<file path="src/rtl/ps2_pkg.sv">
// rtl/ps2_pkg.sv - shared constants and state type for the PS/2 frame receiver
// Purpose : frame length, prefix codes and FSM state encoding used by ps2_frame_ctrl.
// Ports   : none (package).
package ps2_pkg;

    localparam int         PS2_N    = 11;
    localparam logic [7:0] BRK_CODE = 8'hF0;
    localparam logic [7:0] EXT_CODE = 8'hE0;

    typedef enum logic [1:0] {
        IDLE  = 2'd0,
        RECV  = 2'd1,
        CHECK = 2'd2
    } ps2_state_t;

endpackage

</file>
<file path="src/rtl/ps2_sync_edge.sv">
// rtl/ps2_sync_edge.sv - two-flop pin synchroniser with ps2_clk falling-edge detect
// Purpose : bring the asynchronous PS/2 pins into the clk domain and flag ps2_clk falls.
// Ports   : clk, rst_n      - system clock, async active-low reset
//           ps2_clk         - raw PS/2 clock pin
//           ps2_data        - raw PS/2 data pin
//           data_s          - synchronised data, aligned with fall_pulse
//           fall_pulse      - 1-cycle pulse when synchronised ps2_clk goes 1->0
module ps2_sync_edge (
    input  logic clk,
    input  logic rst_n,
    input  logic ps2_clk,
    input  logic ps2_data,
    output logic data_s,
    output logic fall_pulse
);

    logic [1:0] clk_sync;
    logic [1:0] data_sync;
    logic       clk_prev;

    always_ff @(posedge clk or negedge rst_n) begin
        if (!rst_n) begin
            clk_sync  <= 2'b00;
            data_sync <= 2'b00;
            clk_prev  <= 1'b0;
        end else begin
            clk_sync  <= {clk_sync[0], ps2_clk};
            data_sync <= {data_sync[0], ps2_data};
            clk_prev  <= clk_sync[1];
        end
    end

    // Both pins see the same two-flop delay, so data_s is the bit that was
    // on the wire when ps2_clk fell.
    assign data_s     = data_sync[1];
    assign fall_pulse = clk_prev & ~clk_sync[1];

endmodule

</file>
<file path="src/rtl/ps2_frame_ctrl.sv">
// rtl/ps2_frame_ctrl.sv - PS/2 keyboard frame receiver and decoder sequencer
// Purpose : shift in 11-bit PS/2 frames, check start/parity/stop, absorb E0/F0
//           prefixes and present each good keycode frame with a 1-cycle strobe.
// Ports   : clk, rst_n      - system clock, async active-low reset
//           ps2_clk/data    - raw PS/2 pins
//           frame           - last good frame, start bit in [N-1], stop in [0]
//           frame_valid     - 1-cycle strobe, frame just updated
//           key_release     - F0 preceded the held frame
//           key_ext         - E0 preceded the held frame
//           frame_err       - 1-cycle strobe on bad frame or timeout
//           busy            - frame partially received
module ps2_frame_ctrl
    import ps2_pkg::*;
#(
    parameter int N           = PS2_N,
    parameter int TIMEOUT_CYC = 5000
) (
    input  logic         clk,
    input  logic         rst_n,
    input  logic         ps2_clk,
    input  logic         ps2_data,
    output logic [N-1:0] frame,
    output logic         frame_valid,
    output logic         key_release,
    output logic         key_ext,
    output logic         frame_err,
    output logic         busy
);

    localparam int CNT_W = $clog2(N + 1);
    localparam int TO_W  = $clog2(TIMEOUT_CYC + 1);

    logic             data_s;
    logic             fall_pulse;
    ps2_state_t       state;
    logic [N-1:0]     shreg;
    logic [CNT_W-1:0] bit_cnt;
    logic [TO_W-1:0]  tcnt;
    logic             rel_pend;
    logic             ext_pend;
    logic [7:0]       data_byte;
    logic             good;

    ps2_sync_edge u_sync (
        .clk        (clk),
        .rst_n      (rst_n),
        .ps2_clk    (ps2_clk),
        .ps2_data   (ps2_data),
        .data_s     (data_s),
        .fall_pulse (fall_pulse)
    );

    // d0 arrives first after the start bit, so it sits just below the MSB.
    always_comb begin
        data_byte = 8'h00;
        for (int i = 0; i < 8; i++) begin
            data_byte[i] = shreg[N-2-i];
        end
    end

    assign good = ~shreg[N-1] & shreg[0] & (^shreg[N-2:1]);
    assign busy = (state != IDLE);

    always_ff @(posedge clk or negedge rst_n) begin
        if (!rst_n) begin
            state       <= IDLE;
            shreg       <= '0;
            bit_cnt     <= '0;
            tcnt        <= '0;
            rel_pend    <= 1'b0;
            ext_pend    <= 1'b0;
            frame       <= '0;
            frame_valid <= 1'b0;
            key_release <= 1'b0;
            key_ext     <= 1'b0;
            frame_err   <= 1'b0;
        end else begin
            frame_valid <= 1'b0;
            frame_err   <= 1'b0;
            case (state)
                IDLE: begin
                    if (fall_pulse) begin
                        shreg   <= {shreg[N-2:0], data_s};
                        bit_cnt <= CNT_W'(1);
                        tcnt    <= '0;
                        state   <= RECV;
                    end
                end
                RECV: begin
                    if (fall_pulse) begin
                        shreg   <= {shreg[N-2:0], data_s};
                        bit_cnt <= bit_cnt + CNT_W'(1);
                        tcnt    <= '0;
                        if (bit_cnt == CNT_W'(N - 1)) begin
                            state <= CHECK;
                        end
                    end else if (tcnt == TO_W'(TIMEOUT_CYC)) begin
                        // Keyboard stalled mid-frame: drop it and any pending prefix.
                        state     <= IDLE;
                        frame_err <= 1'b1;
                        rel_pend  <= 1'b0;
                        ext_pend  <= 1'b0;
                    end else begin
                        tcnt <= tcnt + TO_W'(1);
                    end
                end
                CHECK: begin
                    state <= IDLE;
                    if (!good) begin
                        frame_err <= 1'b1;
                        rel_pend  <= 1'b0;
                        ext_pend  <= 1'b0;
                    end else if (data_byte == BRK_CODE) begin
                        rel_pend <= 1'b1;
                    end else if (data_byte == EXT_CODE) begin
                        ext_pend <= 1'b1;
                    end else begin
                        frame       <= shreg;
                        key_release <= rel_pend;
                        key_ext     <= ext_pend;
                        frame_valid <= 1'b1;
                        rel_pend    <= 1'b0;
                        ext_pend    <= 1'b0;
                    end
                end
                default: state <= IDLE;
            endcase
        end
    end

endmodule

</file>
<file path="config.mk">
export PLATFORM = sky130hd
export DESIGN_NAME = ps2_frame_ctrl
export DESIGN_NICKNAME = d
export VERILOG_FILES = /design/src/rtl/ps2_pkg.sv /design/src/rtl/ps2_sync_edge.sv /design/src/rtl/ps2_frame_ctrl.sv
export SDC_FILE = /design/constraint.sdc
export NUM_CORES = 1
export LEC_CHECK = 0
export CAP_MARGIN = 20
export CORE_MARGIN = 5
export CORE_UTILIZATION = 25
export CTS_CLUSTER_SIZE = 30
export DETAILED_ROUTE_END_ITERATION = 10
export PLACE_DENSITY = 0.51
export SETUP_SLACK_MARGIN = 0.02
export SYNTH_ARGS = -nofsm -noshare
export SYNTH_HDL_FRONTEND = slang
export SYNTH_SLANG_ARGS = --single-unit
</file>
<file path="constraint.sdc">
create_clock -name clk -period 6.2 [get_ports clk]
set_input_delay 0.62 -clock clk [delete_from_list [all_inputs] [get_ports clk]]
set_output_delay 0.62 -clock clk [all_outputs]
set_load 0.01 [all_outputs]
</file>
==> results.yml, run 1 <==
logic_synthesis:
  synthAdderAreaFrac: 0.0361
  async_flop_share: 1.00
  yosys.area.top_type: "dfrtp_1"
  synth.most_common_cell: "dfrtp_1"
  synthTopCellsByCount: "52 x dfrtp_1, 42 x nand2_1, 18 x o21ai_0"
  synth_compound_area_frac: 0.125
  synth_nets: 248
  syn_area_per_cell_um2: 10.2
  yosysTopAreaCellShare: 0.536
  synth_seq_cells: 52
  synth_cells: 237
  yosysSeqAreaShare: 0.536
  synth-simple-area-share: 0.180
  synth_ff_type: "dfrtp_1"
  synth.area.mux_share: 0.0505
  yosysWarningCount: 0
  syn_area_um2: 2430
  synth_cell_types: 42
  yosys.area_share.xor_xnor: 0.0335
  synth.area.top_cells: "dfrtp_1 54%, nand2_1 6.5%, mux2_2 4.6%"
  synth_edf_count: 0
  synth_top_family_by_area: "simple AND/OR/NAND/NOR gates"
global_routing:
  grt_first_pass_wirelength_mm: 8.31
  grt-ovfl-total: 0
  grt_max_degree: 53
  antenna_found_initial: 0
  track_usage: 0.0885
  grt_pass1_vias: 1675
detailed_routing:
  avgViaCountPerCell: 4.53
  ant_nets: 0
  dr_total_vias: 1761
  wire_per_inst_um: 12.3
  routed_wl_mm: 4.78
  drt-initial-drc-count: 157
  drtPass1Iterations: 4
  route.detailed.drc: 0
pwr:
  clock_power_share: 0.200
  power_leakage_nw: 1.28
  p_comb_frac: 0.331
  powerDensity_nw_per_um2: 348
  netSwitchingPower_mw: 0.360
  power.internal_mw: 0.630
  p_sw_frac: 0.364
  ir_worst_vdd_mv: 0.177
  power.share.sequential: 0.468
clock_tree:
  cts.sinks: 52
  cts_tree: "built"
  post_cts.repair.setup_buffers: 0
  clockRootBuffer: "clkbuf_8"
  clock_path_buffers: 2
  cts_buffers: 5
  hold_buffers: 0
  clk_pin_slew_ns: 0.10
  htreeDepth: 2
  post_cts_resized: 0
  clkLatencyLatePin_ns: 0.31
floorplan:
  rows: 36
  die_h_um: 109
  core_area_um2: 9640
  io_pins: 20
  start_util: 0.252
  fp.dieW_um: 109
  die-area_um2: 11800
sta:
  period_minus_slack_ns: 2.42
  holdWs_ns: 0.356
  rsz0062_at_grt: "false"
  slew_viol_final: 0
  worstMarginPinSlew_ns: 1.01
  setup_tns_ns: 0
  hold_viol_final: 0
  setup_violations: 0
  skew_ns: 0.00450
  fmax_mhz: 413
  slew_headroom: 0.326
  fin_ws_ns: 3.78
  period_share: 0.391
critical_path:
  critPathKind: "reg -> reg"
  cp.required_ns: 6.40
  worstPathArrival_ns: 2.62
  crit_path_max_fanout: 14
  ff2ff_setup_slack_ns: 3.78
  startpoint_type: "flop"
  endpoint_kind: "flop"
layout:
  final_layout_size_suffix_gt1_frac: 0.0898
  nets: 266
  stdcell_count: 389
  syn2layout_area_growth_pct: 17.1
  diodes: 0
placement:
  placed_cells: 379
  port_buffers: 19
  place.detailed.hpwl_mm: 3.15
  gp_congestion: 0.728
  dpl_worst_slack_ns: 3.77
outcome:
  status: "completed"
job:
  maxCapViolCount: 0
min_path:
  hold_class: "reg -> reg"
-- worst paths after layout --
check,to,start,depth (start not counted)
max in group asynchronous,bit_cnt[3],rst_n,2
hold reg to reg,u_sync.data_sync[1],u_sync.data_sync[0],0
min in group asynchronous,frame[0],rst_n,2
hold / removal,u_sync.data_sync[1],u_sync.data_sync[0],0
setup reg to reg,frame[5],shreg[3],5
setup / recovery,frame[5],shreg[3],5
-- placed cells by master (no fill, tap or decap), types with 3 or more instances in the layout --
cell type        instances
mux2_2                  10
clkbuf_8                 5
nand3_1                  6
dfrtp_1                 52
and4_1                   3
nand4_1                  5
nor2b_1                  3
a22o_1                   3
nand2_1                 42
ha_1                     7
o21ai_0                 18
a21oi_1                 14
clkdlybuf4s50_1         18
buf_4                    3
inv_1                   12
o31ai_1                  4
nor2_1                   9
or4_1                    4
-- layout make-up --
class,instances,area [um2]
Clock buffer,6,72.6
Clock inverter,2,16.3
Fill cell,1031,6800
Inverter,12,45.0
Multi-Input combinational cell,162,1030
Sequential cell,52,1300
Tap cell,133,166
Timing Repair Buffer,22,208
-- power groups by stage --
stage | Sequential [mW] | Combinational [mW] | Clock, mW
final | 0.464 | 0.328 | 0.198
after global routing | 0.476 | 0.371 | 0.221
after CTS | 0.463 | 0.325 | 0.207
after detailed placement | 0.469 | 0.323 | 0
after global placement | 0.469 | 0.320 | 0
after floorplan | 0.454 | 0.252 | 0
-- cell families after synthesis --
kind of cell               Yosys count
and+or+nand+nor                     87
xor gates and xnor gates             6
DFF                                 52
adders and majority gates            7
buffers and inverters               23
AOI/OAI and AO/OA                   51
muxes                               11
-- stage by stage --
stage	power [mW]	area, um2	util
floorplan	0.706	2430	-
global placement	0.790	2740	0.284
detailed placement	0.792	2740	0.284
CTS	0.996	2830	0.293
global route	1.07	2840	0.295
finish	0.990	2840	0.295
-- state kept, by name, summed over array words and instances, names as in the netlist --
register	flops
tcnt	13
shreg	11
u_sync.clk_sync	2
key_ext	1
frame	11
frame_valid	1
ext_pend	1
bit_cnt	4
frame_err	1
u_sync.clk_prev	1
state	2
rel_pend	1
u_sync.data_sync	2
key_release	1
-- worst max-delay path: stages, from the launching register on --
cell and delay (ns):
dfrtp_1 0.44, xor2_1 0.19, xnor3_1 0.45, xor2_1 0.23
nor3_4 0.59, mux2_2 0.40
-- layer usage --
layer,routed length [um],track usage,share of wire,vias to the layer above
li1,-,-,-,864
met1,2400,0.122,0.50,862
met2,2130,0.134,0.45,29
met3,190,0.0263,0.040,6
met4,59,0.0252,0.012,0
met5,0,0,0,-
No activity file was read; power rests on OpenSTA's default activity.
==> inputs of run 2 (changes only) <==
Settings changed: PLACE_DENSITY 0.51 to 0.52.
Clock period 6.2 ns to 2.15 ns, I/O delays scaled along.
==> run 2 against run 1 <==
Non-clock buffer count grew 18. Global-route usage grew 0.59 points. Routed wire length grew 8.5%. Final cell count grew 4.6%. Utilization grew 2.1 points. Largest power group is now combinational logic.
==> results.yml, run 2 (synthesis gave the netlist of run 1 again) <==
sta:
  period_share: 0.979
  worstMarginPinSlew_ns: 0.649
  hold_viol_final: 0
  period_minus_slack_ns: 2.10
  setup_violations: 0
  rsz0062_at_grt: "true"
  skew_ns: 0.0128
  slew_headroom: 0.567
  fmax_mhz: 475
  slew_viol_final: 0
layout:
  syn2layout_area_growth_pct: 25.2
  final_layout_size_suffix_gt1_frac: 0.168
  final_common_cell: "dfrtp_1"
  layout_common_cells: "52 x dfrtp_1, 42 x nand2_1, 18 x o21ai_0, 18 x clkdlybuf4s50_1, 17 x buf_4"
  nets: 284
  multi_input_area_um2: 1070
  final.fill_count: 1003
  regMostFlops: "tcnt"
  largest_reg_flops: 13
  stdcell_count: 407
  diodes: 0
  largestRegisters: "tcnt x13, frame x11, shreg x11"
  fin_util: 0.315
  seqCellArea_um2: 1300
pwr:
  ir_worst_vdd_mv: 0.381
  powerDensity_nw_per_um2: 1050
  power_leakage_nw: 1.38
detailed_routing:
  dr_total_vias: 1826
  met1_length_mm: 2.43
  ant_nets: 0
  wl_met2_mm: 2.57
  drtPass1Iterations: 4
  route.detailed.drc: 0
  drt-initial-drc-count: 117
  avgViaCountPerCell: 4.49
  wire_per_inst_um: 12.8
  routed_wl_mm: 5.19
  top_layer_used: "met4"
  met3_length_um: 145
critical_path:
  cp_slowest_cell: "xnor3_2"
  cp_top_family: "XOR/XNOR gates"
  path_cells: "xor2_1 -> xnor3_2 -> xor2_2 -> nor3_4 -> buf_6 -> mux2_2"
  cp.required_ns: 2.35
  max_stage_delay_ns: 0.48
  startpoint_type: "flop"
  endpoint_kind: "flop"
  crit_path_max_fanout: 6
  path_buf_inv: 1
  critPathKind: "reg -> reg"
  worstPathArrival_ns: 2.30
clock_tree:
  cts.sinks: 52
  clockRootBuffer: "clkbuf_8"
  clkLatencyLatePin_ns: 0.31
  htreeDepth: 2
  clk_pin_slew_ns: 0.10
  clock_path_buffers: 2
  cts_tree: "built"
  cts_buffers: 5
job:
  maxCapViolCount: 0
min_path:
  hold_class: "in -> reg"
placement:
  port_buffers: 19
  placed_cells: 395
  gp_congestion: 0.763
  place.detailed.hpwl_mm: 3.55
global_routing:
  grt-ovfl-total: 0
  grt_max_degree: 28
  track_usage: 0.0944
  antenna_found_initial: 0
  grt_first_pass_wirelength_mm: 8.79
  grt_pass1_vias: 1799
outcome:
  status: "completed"
floorplan:
  core_area_um2: 9640
  die_h_um: 109
  io_pins: 20
  fp.dieW_um: 109
  die-area_um2: 11800
  rows: 36
  start_util: 0.252
## run 2: layout make-up
type,instances,area share
Sequential cell,52,0.428
Multi-Input combinational cell,162,0.352
Clock inverter,3,0.00700
Timing Repair Buffer,40,0.120
Clock buffer,5,0.0226
Inverter,12,0.0148
Tap cell,133,0.0548
## run 2: worst reg2reg max path, cell delays in order, from the launching register on
cell     delay, ns
dfrtp_1       0.40
xor2_1        0.16
xnor3_2       0.48
xor2_2        0.18
nor3_4        0.28
buf_6         0.17
mux2_2        0.33
## run 2: metrics by stage
step                power, mW  setup TNS (ns)  cell area, um2  hold WS (ns)  setup slack [ns]
global route             3.44          -0.234            3040         0.343           -0.0405
finish                   3.20               0            3040         0.347            0.0456
CTS                      3.14               0            2990         0.340            0.0393
floorplan                2.04               0            2430       -0.0806            0.0729
detailed placement       2.51          -0.117            2870         0.295           -0.0432
global placement         2.49               0            2870         0.290            0.0468
## run 2: what timing repair did
item	4_1_cts	5_1_grt
endpoints found under the hold margin	26	0
setup buffers	2	1
resized for setup	2	8
hold buffers	1	0
pin swaps	2	4
setup endpoints to repair	7	17
## run 2: per-layer routing
layer,GRT usage,up-vias
met2,0.151,20
met3,0.0239,6
met5,0,-
met1,0.125,909
li1,-,891
met4,0.0307,0
## run 2: final timing paths
path	to	slack, ns	cells after the start	start
setup reg to reg	frame[8]	0.05	6	shreg[6]
max in group asynchronous	tcnt[11]	1.12	3	rst_n
min in group asynchronous	frame[3]	0.46	2	rst_n
hold reg to reg	u_sync.data_sync[1]	0.36	0	u_sync.data_sync[0]
setup / recovery	frame[8]	0.05	6	shreg[6]
hold / removal	u_sync.clk_sync[0]	0.35	1	ps2_clk
## run 2: power breakdown
group / internal, mW / total [mW] / switching (mW)
sequential: 1.15 / 1.30 / 0.154
clock: 0.232 / 0.575 / 0.343
combinational: 0.667 / 1.32 / 0.652
==> inputs of run 3 (changes only) <==
Settings changed: CAP_MARGIN 20 to unset, CORE_ASPECT_RATIO set to 1.2, SKIP_LAST_GASP set to 1.
==> run 3 against run 2 <==
Hold slack got worse by 0.31 ns. Global-route usage fell by 0.32 points. Final cell count fell by 2.7%. Final area rose by 0.54%. First-iteration DRC count fell by 22%. Register-to-register slack improved by 0.05 ns. Sequential share of layout area fell by 0.19 points. Via count fell by 0.71%. Flip-flop and latch count did not move. Critical path depth did not move. Routed wire length fell by 3.1%. Die area barely moved. Critical path type unchanged. Largest power group is now registers.
==> results.yml, run 3 (synthesis gave the netlist of run 1 again) <==
global_routing:
  antenna_found_initial: 0
  track_usage: 0.0912
  grt_max_degree: 53
  grt_pass1_vias: 1793
  grt_first_pass_wirelength_mm: 8.85
  grt-ovfl-total: 0
critical_path:
  reg2reg_depth: 6
  worstReg2RegEnd: "key_ext"
  cp_slowest_cell: "xnor3_1"
  startpoint_type: "flop"
  cp.required_ns: 2.33
  path_cells: "xnor2_2 -> xnor3_1 -> xor2_1 -> nor3_4 -> buf_12 -> mux2_2"
  max_stage_delay_ns: 0.45
  ff2ff_setup_slack_ns: 0.09
  endpoint_kind: "flop"
  critPathKind: "reg -> reg"
  crit_path_max_fanout: 14
  worstPathArrival_ns: 2.23
  regToRegStartpoint: "shreg[8]"
  crit_start: "shreg[8]"
min_path:
  hold_class: "in -> async"
clock_tree:
  cts.sinks: 52
  clockRootBuffer: "clkbuf_16"
  htreeDepth: 2
  hold_buffers: 0
  clock_path_buffers: 2
  cts_buffers: 5
  clk_pin_slew_ns: 0.07
  cts_tree: "built"
  clkLatencyLatePin_ns: 0.29
layout:
  layout_common_cells: "51 x dfrtp_1, 42 x nand2_1, 18 x o21ai_0, 18 x clkdlybuf4s50_1, 18 x buf_4"
  syn2layout_area_growth_pct: 25.9
  regMostFlops: "tcnt"
  diodes: 0
  largest_reg_flops: 13
  final_layout_size_suffix_gt1_frac: 0.165
  largestRegisters: "tcnt x13, frame x11, shreg x11"
  final_common_cell: "dfrtp_1"
  post-route-cell-area_um2: 3060
  nets: 283
pwr:
  powerDensity_nw_per_um2: 1100
  ir_worst_vdd_mv: 0.456
  power_leakage_nw: 1.40
detailed_routing:
  avgViaCountPerCell: 4.58
  drtPass1Iterations: 4
  drt-initial-drc-count: 91
  routed_wl_mm: 5.03
  wire_per_inst_um: 12.7
  ant_nets: 0
  dr_total_vias: 1813
  route.detailed.drc: 0
sta:
  period_minus_slack_ns: 2.06
  hold_viol_final: 0
  fmax_mhz: 487
  skew_ns: 0.00403
  rsz0062_at_grt: "true"
  slew_headroom: 0.563
  slew_viol_final: 0
  period_share: 0.956
  worstMarginPinSlew_ns: 0.656
  setup_violations: 0
  holdWs_ns: 0.0397
floorplan:
  io_pins: 20
  die_h_um: 118
  rows: 39
  die-area_um2: 11800
  fp.dieW_um: 100
  core_area_um2: 9520
  start_util: 0.255
placement:
  place.detailed.hpwl_mm: 3.52
  port_buffers: 19
  placed_area_um2: 2890
  gp_congestion: 0.752
job:
  maxCapViolCount: 0
outcome:
  status: "completed"
-- run 3: cell types whose count changed in the layout (fill, tap and decap cells not counted), moves of 2 or more --
cell	change
clkbuf_16	+5
clkbuf_8	-5
buf_6	-2
ha_4	-2
-- run 3: metal layers --
layer / vias to the layer above / track usage / wire length (um)
met4: 0 / 0.0316 / 67
met2: 41 / 0.146 / 2390
met1: 866 / 0.119 / 2350
met3: 7 / 0.0219 / 226
met5: - / 0 / 0
li1: 899 / - / -
-- run 3: worst max-delay path by stage --
stage / cells after the start / endpoint
after floorplan: 6 / frame[5]
after global placement: 6 / key_ext
after detailed placement: 7 / tcnt[9]
after CTS: 6 / key_ext
after global routing: 6 / frame[3]
final: 6 / key_ext
-- run 3: layout make-up --
cell class / count / area [um2]
fill: 987 / 6460
multi-input combinational: 162 / 1050
clock buffer: 5 / 125
timing repair buffer: 39 / 360
clock inverter: 3 / 21.3
sequential: 52 / 1300
tap: 123 / 154
inverter: 12 / 45.0
-- run 3: per-stage QoR --
stage / cells / utilization / setup TNS (ns) / worst slack, ns / power (mW)
6_report: 396 / 0.321 / 0 / 0.0950 / 3.35
5_1_grt: 396 / 0.321 / 0 / 0.0102 / 3.61
4_1_cts: 395 / 0.319 / 0 / 0.0641 / 3.37
3_5_place_dp: 387 / 0.303 / -0.00765 / -0.00765 / 2.54
3_3_place_gp: 387 / 0.303 / 0 / 0.0957 / 2.52
2_1_floorplan: 237 / - / 0 / 0.0729 / 2.04
-- run 3: where the power goes --
part	internal, mW	switching, mW	total [mW]
sequential	1.15	0.155	1.31
clock	0.434	0.366	0.800
combinational	0.637	0.606	1.24
-- run 3: what timing repair did --
| item | in CTS | in global routing |
|---|---|---|
| resized for setup | 1 | 3 |
| pin swaps | 0 | 3 |
| buffers inserted | 0 | 1 |
| setup endpoints to repair | 1 | 13 |
-- run 3: critical path, delay by kind of cell, from the launching register on --
kind	cells	cell delay, ns
xor gates and xnor gates	3	0.82
buffers and inverters	1	0.17
DFF	1	0.44
muxes	1	0.33
and+or+nand+nor	1	0.17
